$ cat src/rtl/hazard_sched_if.sv
// -----------------------------------------------------------------------------
// hazard_sched_if
//   Bundles the hazard-detection inputs and the pipeline-control outputs of the
//   hazard scheduler into one interface.
//
//   Hazard inputs (stage suffix gives the stage the instruction sits in):
//     Rs1_D, Rs2_D, Rs1Used_D, Rs2Used_D   source operands of the instruction in D
//     Rdst_E, RegWrEn_E (active-low), IsLoad_E, BranchTaken_E   instruction in E
//     MemReq_M, MemReady_M                  data-memory access of the instruction in M
//     halt_W                                halt instruction has reached WB
//   Control outputs:
//     PC_WEN, WEN_pipe (both active-low), stall_FD, nop_FD, stall_DE, nop_DE,
//     nop_EM, halted, mem_timeout
//
//   modport slave  : the scheduler (consumes hazards, drives controls)
//   modport master : the core / environment (drives hazards, consumes controls)
// -----------------------------------------------------------------------------
interface hazard_sched_if;
  logic [4:0] Rs1_D;
  logic [4:0] Rs2_D;
  logic       Rs1Used_D;
  logic       Rs2Used_D;
  logic [4:0] Rdst_E;
  logic       RegWrEn_E;
  logic       IsLoad_E;
  logic       BranchTaken_E;
  logic       MemReq_M;
  logic       MemReady_M;
  logic       halt_W;

  logic       PC_WEN;
  logic       WEN_pipe;
  logic       stall_FD;
  logic       nop_FD;
  logic       stall_DE;
  logic       nop_DE;
  logic       nop_EM;
  logic       halted;
  logic       mem_timeout;

  modport slave (
    input  Rs1_D, Rs2_D, Rs1Used_D, Rs2Used_D, Rdst_E, RegWrEn_E, IsLoad_E,
           BranchTaken_E, MemReq_M, MemReady_M, halt_W,
    output PC_WEN, WEN_pipe, stall_FD, nop_FD, stall_DE, nop_DE, nop_EM,
           halted, mem_timeout
  );

  modport master (
    output Rs1_D, Rs2_D, Rs1Used_D, Rs2Used_D, Rdst_E, RegWrEn_E, IsLoad_E,
           BranchTaken_E, MemReq_M, MemReady_M, halt_W,
    input  PC_WEN, WEN_pipe, stall_FD, nop_FD, stall_DE, nop_DE, nop_EM,
           halted, mem_timeout
  );
endinterface

$ cat src/rtl/hazard_sched.sv
// -----------------------------------------------------------------------------
// hazard_sched
//   Hazard scheduler for the 5-stage core. Sequences load-use bubbles,
//   taken-branch flushes, data-memory wait-state freezes and the halt drain,
//   and drives the stall / nop / write-enable controls of the pipeline
//   registers. State updates on posedge CLK; the pipeline registers sample the
//   (combinational) controls on the following negedge.
//
//   Ports:
//     CLK   clock
//     RST   synchronous reset, active-low; forces every control output to 0
//     bus   hazard_sched_if.slave (hazard inputs, control outputs)
//   Optional (macro HAZ_PERF_CNT_EN defined):
//     stall_cycles  cycles with stall_FD=1
//     flush_count   taken-branch flushes
//     wait_cycles   cycles spent in MEM_WAIT
//
//   Parameters:
//     LOAD_BUBBLES  bubbles per load-use hazard (1..3)
//     MAX_MEM_WAIT  wait cycles allowed before timeout (1..255)
//     CNT_W         performance counter width
// -----------------------------------------------------------------------------
module hazard_sched #(
  parameter int LOAD_BUBBLES = 1,
  parameter int MAX_MEM_WAIT = 15,
  parameter int CNT_W        = 32
) (
  input  logic                 CLK,
  input  logic                 RST,
`ifdef HAZ_PERF_CNT_EN
  output logic [CNT_W-1:0]     stall_cycles,
  output logic [CNT_W-1:0]     flush_count,
  output logic [CNT_W-1:0]     wait_cycles,
`endif
  hazard_sched_if.slave        bus
);

  // Reject illegal configurations at elaboration.
  if (LOAD_BUBBLES < 1 || LOAD_BUBBLES > 3) begin : g_bad_bubbles
    $error("hazard_sched: LOAD_BUBBLES must be 1..3");
  end
  if (MAX_MEM_WAIT < 1 || MAX_MEM_WAIT > 255) begin : g_bad_wait
    $error("hazard_sched: MAX_MEM_WAIT must be 1..255");
  end
  if (CNT_W < 1) begin : g_bad_cnt
    $error("hazard_sched: CNT_W must be at least 1");
  end

  typedef enum logic [1:0] {
    S_RUN        = 2'd0,
    S_LOAD_STALL = 2'd1,
    S_MEM_WAIT   = 2'd2,
    S_HALTED     = 2'd3
  } state_t;

  localparam logic [1:0] BUB_INIT = 2'(LOAD_BUBBLES - 1);
  localparam logic [7:0] WAIT_MAX = 8'(MAX_MEM_WAIT);

  state_t     r_state;
  logic [1:0] r_bub_cnt;
  logic [7:0] r_wait_cnt;
  logic       r_saved_ls;    // MEM_WAIT returns to LOAD_STALL when set
  logic       r_mem_timeout;

  state_t     w_next;
  logic [1:0] w_bub_nxt;
  logic [7:0] w_wait_nxt;
  logic       w_saved_nxt;
  logic       w_tmo_set;
  logic       w_luh;
  logic       w_mem_stall;
  logic       w_flush;

  logic       w_pc_wen;
  logic       w_wen_pipe;
  logic       w_stall_fd;
  logic       w_nop_fd;
  logic       w_nop_de;
  logic       w_halted;

  // Load in E writing a non-zero register that the instruction in D reads.
  assign w_luh = bus.IsLoad_E & ~bus.RegWrEn_E & (bus.Rdst_E != 5'd0) &
                 ((bus.Rs1Used_D & (bus.Rs1_D == bus.Rdst_E)) |
                  (bus.Rs2Used_D & (bus.Rs2_D == bus.Rdst_E)));

  assign w_mem_stall = bus.MemReq_M & ~bus.MemReady_M;

  always_comb begin
    w_next      = r_state;
    w_bub_nxt   = r_bub_cnt;
    w_wait_nxt  = r_wait_cnt;
    w_saved_nxt = r_saved_ls;
    w_tmo_set   = 1'b0;
    w_flush     = 1'b0;
    w_pc_wen    = 1'b0;
    w_wen_pipe  = 1'b0;
    w_stall_fd  = 1'b0;
    w_nop_fd    = 1'b0;
    w_nop_de    = 1'b0;
    w_halted    = 1'b0;

    if (RST) begin
      unique case (r_state)
        S_RUN, S_LOAD_STALL: begin
          if (bus.halt_W) begin
            // Drain complete: freeze everything from this cycle on.
            w_pc_wen   = 1'b1;
            w_wen_pipe = 1'b1;
            w_next     = S_HALTED;
          end else if (w_mem_stall) begin
            // Whole pipeline freezes; bubble counter is kept untouched so a
            // load stall resumes where it left off.
            w_pc_wen    = 1'b1;
            w_wen_pipe  = 1'b1;
            w_wait_nxt  = 8'd1;
            w_saved_nxt = (r_state == S_LOAD_STALL);
            w_next      = S_MEM_WAIT;
          end else if (bus.BranchTaken_E) begin
            // Squash the two wrong-path slots; any pending bubbles are moot.
            w_nop_fd  = 1'b1;
            w_nop_de  = 1'b1;
            w_flush   = 1'b1;
            w_bub_nxt = 2'd0;
            w_next    = S_RUN;
          end else if (r_state == S_LOAD_STALL) begin
            // Bubble count was fixed on entry; luh is not looked at here.
            w_pc_wen   = 1'b1;
            w_stall_fd = 1'b1;
            w_nop_de   = 1'b1;
            w_bub_nxt  = r_bub_cnt - 2'd1;
            if (r_bub_cnt <= 2'd1) w_next = S_RUN;
          end else if (w_luh) begin
            w_pc_wen   = 1'b1;
            w_stall_fd = 1'b1;
            w_nop_de   = 1'b1;
            if (LOAD_BUBBLES > 1) begin
              w_bub_nxt = BUB_INIT;
              w_next    = S_LOAD_STALL;
            end
          end
        end

        S_MEM_WAIT: begin
          // Still frozen in the ready cycle: the access completes first.
          w_pc_wen   = 1'b1;
          w_wen_pipe = 1'b1;
          if (bus.MemReady_M) begin
            w_next = r_saved_ls ? S_LOAD_STALL : S_RUN;
          end else if (r_wait_cnt >= WAIT_MAX) begin
            w_tmo_set = 1'b1;
            w_next    = S_HALTED;
          end else begin
            w_wait_nxt = r_wait_cnt + 8'd1;
          end
        end

        S_HALTED: begin
          w_pc_wen   = 1'b1;
          w_wen_pipe = 1'b1;
          w_halted   = 1'b1;
        end

        default: w_next = S_RUN;
      endcase
    end
  end

  always_ff @(posedge CLK) begin
    if (!RST) begin
      r_state       <= S_RUN;
      r_bub_cnt     <= 2'd0;
      r_wait_cnt    <= 8'd0;
      r_saved_ls    <= 1'b0;
      r_mem_timeout <= 1'b0;
    end else begin
      r_state       <= w_next;
      r_bub_cnt     <= w_bub_nxt;
      r_wait_cnt    <= w_wait_nxt;
      r_saved_ls    <= w_saved_nxt;
      r_mem_timeout <= r_mem_timeout | w_tmo_set;
    end
  end

  assign bus.PC_WEN      = w_pc_wen;
  assign bus.WEN_pipe    = w_wen_pipe;
  assign bus.stall_FD    = w_stall_fd;
  assign bus.nop_FD      = w_nop_fd;
  assign bus.stall_DE    = 1'b0;
  assign bus.nop_DE      = w_nop_de;
  assign bus.nop_EM      = 1'b0;
  assign bus.halted      = w_halted;
  assign bus.mem_timeout = RST & r_mem_timeout;

`ifdef HAZ_PERF_CNT_EN
  logic [CNT_W-1:0] r_stall_cycles;
  logic [CNT_W-1:0] r_flush_count;
  logic [CNT_W-1:0] r_wait_cycles;

  always_ff @(posedge CLK) begin
    if (!RST) begin
      r_stall_cycles <= '0;
      r_flush_count  <= '0;
      r_wait_cycles  <= '0;
    end else if (r_state != S_HALTED) begin
      if (w_stall_fd)              r_stall_cycles <= r_stall_cycles + 1'b1;
      if (w_flush)                 r_flush_count  <= r_flush_count + 1'b1;
      if (r_state == S_MEM_WAIT)   r_wait_cycles  <= r_wait_cycles + 1'b1;
    end
  end

  assign stall_cycles = r_stall_cycles;
  assign flush_count  = r_flush_count;
  assign wait_cycles  = r_wait_cycles;
`endif

endmodule

$ cat src/flat_wrapper.sv
// flat-port wrapper written by rule: the top's interface ports become plain ports
module hazard_sched_flat 
#(
  parameter int LOAD_BUBBLES = 1,
  parameter int MAX_MEM_WAIT = 15,
  parameter int CNT_W        = 32
)
  (CLK, RST, bus_Rs1_D, bus_Rs2_D, bus_Rs1Used_D, bus_Rs2Used_D, bus_Rdst_E, bus_RegWrEn_E, bus_IsLoad_E, bus_BranchTaken_E, bus_MemReq_M, bus_MemReady_M, bus_halt_W, bus_PC_WEN, bus_WEN_pipe, bus_stall_FD, bus_nop_FD, bus_stall_DE, bus_nop_DE, bus_nop_EM, bus_halted, bus_mem_timeout);
  hazard_sched_if bus_i ();
  input  logic CLK;
  input  logic RST;
  input wire logic [$bits(bus_i.Rs1_D)-1:0] bus_Rs1_D;
  input wire logic [$bits(bus_i.Rs2_D)-1:0] bus_Rs2_D;
  input wire logic [$bits(bus_i.Rs1Used_D)-1:0] bus_Rs1Used_D;
  input wire logic [$bits(bus_i.Rs2Used_D)-1:0] bus_Rs2Used_D;
  input wire logic [$bits(bus_i.Rdst_E)-1:0] bus_Rdst_E;
  input wire logic [$bits(bus_i.RegWrEn_E)-1:0] bus_RegWrEn_E;
  input wire logic [$bits(bus_i.IsLoad_E)-1:0] bus_IsLoad_E;
  input wire logic [$bits(bus_i.BranchTaken_E)-1:0] bus_BranchTaken_E;
  input wire logic [$bits(bus_i.MemReq_M)-1:0] bus_MemReq_M;
  input wire logic [$bits(bus_i.MemReady_M)-1:0] bus_MemReady_M;
  input wire logic [$bits(bus_i.halt_W)-1:0] bus_halt_W;
  output wire logic [$bits(bus_i.PC_WEN)-1:0] bus_PC_WEN;
  output wire logic [$bits(bus_i.WEN_pipe)-1:0] bus_WEN_pipe;
  output wire logic [$bits(bus_i.stall_FD)-1:0] bus_stall_FD;
  output wire logic [$bits(bus_i.nop_FD)-1:0] bus_nop_FD;
  output wire logic [$bits(bus_i.stall_DE)-1:0] bus_stall_DE;
  output wire logic [$bits(bus_i.nop_DE)-1:0] bus_nop_DE;
  output wire logic [$bits(bus_i.nop_EM)-1:0] bus_nop_EM;
  output wire logic [$bits(bus_i.halted)-1:0] bus_halted;
  output wire logic [$bits(bus_i.mem_timeout)-1:0] bus_mem_timeout;
  assign bus_i.Rs1_D = bus_Rs1_D;
  assign bus_i.Rs2_D = bus_Rs2_D;
  assign bus_i.Rs1Used_D = bus_Rs1Used_D;
  assign bus_i.Rs2Used_D = bus_Rs2Used_D;
  assign bus_i.Rdst_E = bus_Rdst_E;
  assign bus_i.RegWrEn_E = bus_RegWrEn_E;
  assign bus_i.IsLoad_E = bus_IsLoad_E;
  assign bus_i.BranchTaken_E = bus_BranchTaken_E;
  assign bus_i.MemReq_M = bus_MemReq_M;
  assign bus_i.MemReady_M = bus_MemReady_M;
  assign bus_i.halt_W = bus_halt_W;
  assign bus_PC_WEN = bus_i.PC_WEN;
  assign bus_WEN_pipe = bus_i.WEN_pipe;
  assign bus_stall_FD = bus_i.stall_FD;
  assign bus_nop_FD = bus_i.nop_FD;
  assign bus_stall_DE = bus_i.stall_DE;
  assign bus_nop_DE = bus_i.nop_DE;
  assign bus_nop_EM = bus_i.nop_EM;
  assign bus_halted = bus_i.halted;
  assign bus_mem_timeout = bus_i.mem_timeout;
  hazard_sched #(.LOAD_BUBBLES(LOAD_BUBBLES), .MAX_MEM_WAIT(MAX_MEM_WAIT), .CNT_W(CNT_W)) u_core (.CLK(CLK), .RST(RST), .bus(bus_i));
endmodule
$ cat config.mk
export PLATFORM = sky130hd
export DESIGN_NAME = hazard_sched_flat
export DESIGN_NICKNAME = d
export VERILOG_FILES = /design/src/rtl/hazard_sched_if.sv /design/src/rtl/hazard_sched.sv /design/src/flat_wrapper.sv
export SDC_FILE = /design/constraint.sdc
export NUM_CORES = 1
export LEC_CHECK = 0
export BUFFER_PORTS_ARGS = -buffer_cell sky130_fd_sc_hd__buf_2
export CORE_MARGIN = 4
export CORE_UTILIZATION = 40
export DETAILED_ROUTE_END_ITERATION = 10
export PLACE_DENSITY = 0.76
export SKIP_CTS_REPAIR_TIMING = 1
export SLEW_MARGIN = 25
export SYNTH_ARGS = -nofsm -noshare
export SYNTH_HDL_FRONTEND = slang
export SYNTH_SLANG_ARGS = --single-unit
$ cat constraint.sdc
create_clock -name CLK -period 1.8 [get_ports CLK]
set_clock_uncertainty 0.1 [all_clocks]
set_input_delay 0.36 -clock CLK [delete_from_list [all_inputs] [get_ports CLK]]
set_output_delay 0.36 -clock CLK [all_outputs]
set_load 0.03 [all_outputs]
==> results.py <==
metrics = {
    "placement": {
        "place.gp.congestion": 0.7896,
        "hpwlAfterDp_microns": 1938,
        "dp_slack_ns": -0.2816,
        "port_buffers": 31,
        "dpl_cell_area_sq_um": 1144,
    },
    "power": {
        "p_sw_share_pct": 29.77,
        "combinationalPowerShare_pct": 28.7,
        "ir_drop_mv": 0.6068,
        "p_int_uw": 544.2,
        "seq_power_share_pct": 41.8,
        "power_density_nw_per_um2": 584.8,
        "leakagePower_nw": 0.5743,
        "switching_power_uw": 230.7,
        "power.share.clock_pct": 29.5,
    },
    "clock_network": {
        "cts_sinks": 14,
        "root_buffer": "clkbuf_4",
        "clkTransAtPathRegs_ns": 0.08,
        "clk_latency_ns": 0.28,
        "tritoncts": "built",
        "htree_levels": 1,
        "cts-buffers-inserted": 3,
        "clk_path_buf_depth": 2,
    },
    "sta": {
        "slew_violations": 0,
        "hold_violations": 0,
        "fin_ws_ns": -0.1897,
        "clock.fmax_mhz": 502.6,
        "setup_viol": 3,
        "timing.setup.tns_ns": -0.4799,
        "period_minus_slack_ns": 1.990,
        "timing.final.crit_share_pct": 110.5,
        "rsz0062_at_grt": "yes",
    },
    "route": {
        "drtIter0Drc": 17,
        "wl_per_cell_microns": 14.27,
        "vias": 928,
        "drc": 0,
        "drtPass1Iterations": 4,
        "finalWirelength_microns": 2511,
        "drtAntennaViolNets": 0,
        "via_per_inst": 5.273,
    },
    "setup_path": {
        "cpMaxStageDelayCell": "nor4_1",
        "cp-start-kind": "input pin",
        "critPathArrivalTime_ns": 1.53,
        "reg2reg_slack_ns": 0.14,
        "crit_required_ns": 1.34,
        "reg2reg_from": "u_core.r_wait_cnt[0]",
        "worst_path_most_repeated_cell": "buf_4",
        "endpoint_kind": "output port",
        "path_buf_inv": 2,
        "path_cells": "buf_4 -> xor2_1 -> nor4_1 -> a32oi_2 -> o21ai_1 -> buf_4",
        "worstSetupPathType": "in -> out",
        "critPathTopFamily": "simple AND/OR/NAND/NOR gates",
        "cp-startpoint": "bus_Rdst_E[2]",
        "cp_slowest_stage_delay_ns": 0.38,
        "cp_max_fo": 3,
    },
    "logic_synthesis": {
        "ys_warn_count": 0,
        "synthMuxAreaShare_pct": 1.136,
        "synth_area_sq_um": 880.8,
        "synth_xor_area_share_pct": 10.94,
        "yosysTopAreaCell": "dfxtp_1",
        "ys_seq_area_share_pct": 31.82,
        "avgSynthCellArea_sq_um": 8.310,
        "synth_area_leaders": "dfxtp_1 32%, xor2_1 8.9%, a21boi_0 6.0%",
        "synthCells": 106,
        "yosys.area.top_type_share_pct": 31.82,
        "synth_compound_area_share_pct": 15.91,
        "synth-simple-area-share_pct": 33.95,
        "async_flop_share_pct": 0,
        "synth_fa_ha_area_share_pct": 2.841,
        "synth_top_family_by_area": "simple AND/OR/NAND/NOR gates",
        "ys_seq_elements": 14,
        "ys.flop_type": "dfxtp_1",
        "synth_edf_count": 0,
        "yosysUniqueCellTypes": 35,
    },
    "floorplan": {
        "rows": 16,
        "start_util_pct": 43.56,
        "pin_count": 34,
        "die_y_microns": 54.93,
        "die_w_microns": 54.93,
        "core_area_sq_um": 2022,
        "die-area_sq_um": 3017,
    },
    "cells_and_area": {
        "drive_above_1_share_pct": 44.30,
        "diodes": 0,
        "final_common_cell": "buf_2",
        "final_cell_area_sq_um": 1325,
        "nNetsFinal": 177,
        "areaGrowthSynthToFinish_pct": 50.43,
        "layout_common_cells": "21 x buf_2, 13 x dfxtp_1, 12 x buf_4",
    },
    "status": {
        "violations": "negative setup slack",
        "status": "finished with violations",
    },
    "global_route": {
        "antenna_found_initial": 0,
        "grt_usage_pct": 17.94,
        "overflow": 0,
        "grt_pass1_wl_microns": 3946,
        "first_global_vias": 955,
        "grt_max_degree": 14,
    },
    "worst_hold_path": {
        "hp-start": "bus_MemReady_M",
        "hold_path_class": "in -> reg",
    },
    "run": {
        "cap_violations": 0,
    },
}
synth_stat cells, types with 2 or more instances:
cell,n
a21oi_1,3
and3_1,2
buf_4,2
nor2_1,7
xnor2_1,2
and2_1,4
nand3b_1,2
dfxtp_1,14
nor2b_1,5
ha_1,2
a21boi_0,7
nand2b_1,3
xor2_1,9
a32oi_1,2
nand3_1,8
inv_1,2
nor4_1,2
o21ai_0,6
nand2_1,8
worst paths after layout:
kind / to / cells after the start
max: bus_PC_WEN / 6
min: u_core.r_state[1] / 2
max reg2reg: u_core.r_wait_cnt[0] / 5
min reg2reg: u_core.r_wait_cnt[4] / 2
final cells by class:
cell class	instances	area, sq um
Clock buffer	4	36.28
Multi-Input combinational cell	88	688.2
Sequential cell	14	281.5
Fill cell	166	696.9
Tap cell	27	33.78
Inverter	2	7.507
Timing Repair Buffer	41	277.8
flip-flops by register name (all words and copies together), names as in the netlist:
signal and flops:
u_core.r_bub_cnt 2, u_core.r_mem_timeout 1, u_core.r_state 2, u_core.r_wait_cnt 8
u_core.r_saved_ls 1
logic make-up after synthesis:
kind of cell               after synthesis
and+or+nand+nor                         51
AOI/OAI and AO/OA                       21
muxes                                    1
DFF                                     14
adders and majority gates                2
xor gates and xnor gates                11
other                                    1
buffers and inverters                    5
routing by layer:
metal / wire, microns / track usage, %
met3: 165 / 5.630
met4: 57 / 5.263
met5: 0 / 0
met2: 1317 / 32.09
met1: 971 / 20.23
through the flow:
stage | power, mW | instances | util [%] | hold WS (ns)
detailed placement | 0.5103 | 172 | 56.56 | 0.3647
finish | 0.7749 | 176 | 65.53 | 0.2118
floorplan | 0.4283 | 107 | - | 0.3440
global placement | 0.5013 | 172 | 56.56 | 0.3572
CTS | 0.7395 | 176 | 58.35 | 0.2042
global route | 0.8151 | 176 | 65.53 | 0.2125
power by group through the flow:
| stage | clock network (mW) | registers, mW | logic [mW] |
|---|---|---|---|
| final | 0.228 | 0.324 | 0.222 |
| after global routing | 0.247 | 0.325 | 0.243 |
| after CTS | 0.236 | 0.323 | 0.181 |
| after detailed placement | 0 | 0.330 | 0.180 |
| after global placement | 0 | 0.330 | 0.171 |
| after floorplan | 0 | 0.331 | 0.0968 |
worst register-to-register path, cell delays in order, from the launching register on:
cell and delay [ns]:
dfxtp_1 0.39, ha_1 0.19, nand3_1 0.18, a32oi_2 0.30
nor2_1 0.13, o221a_2 0.27
No activity file was read; power rests on OpenSTA's default activity.
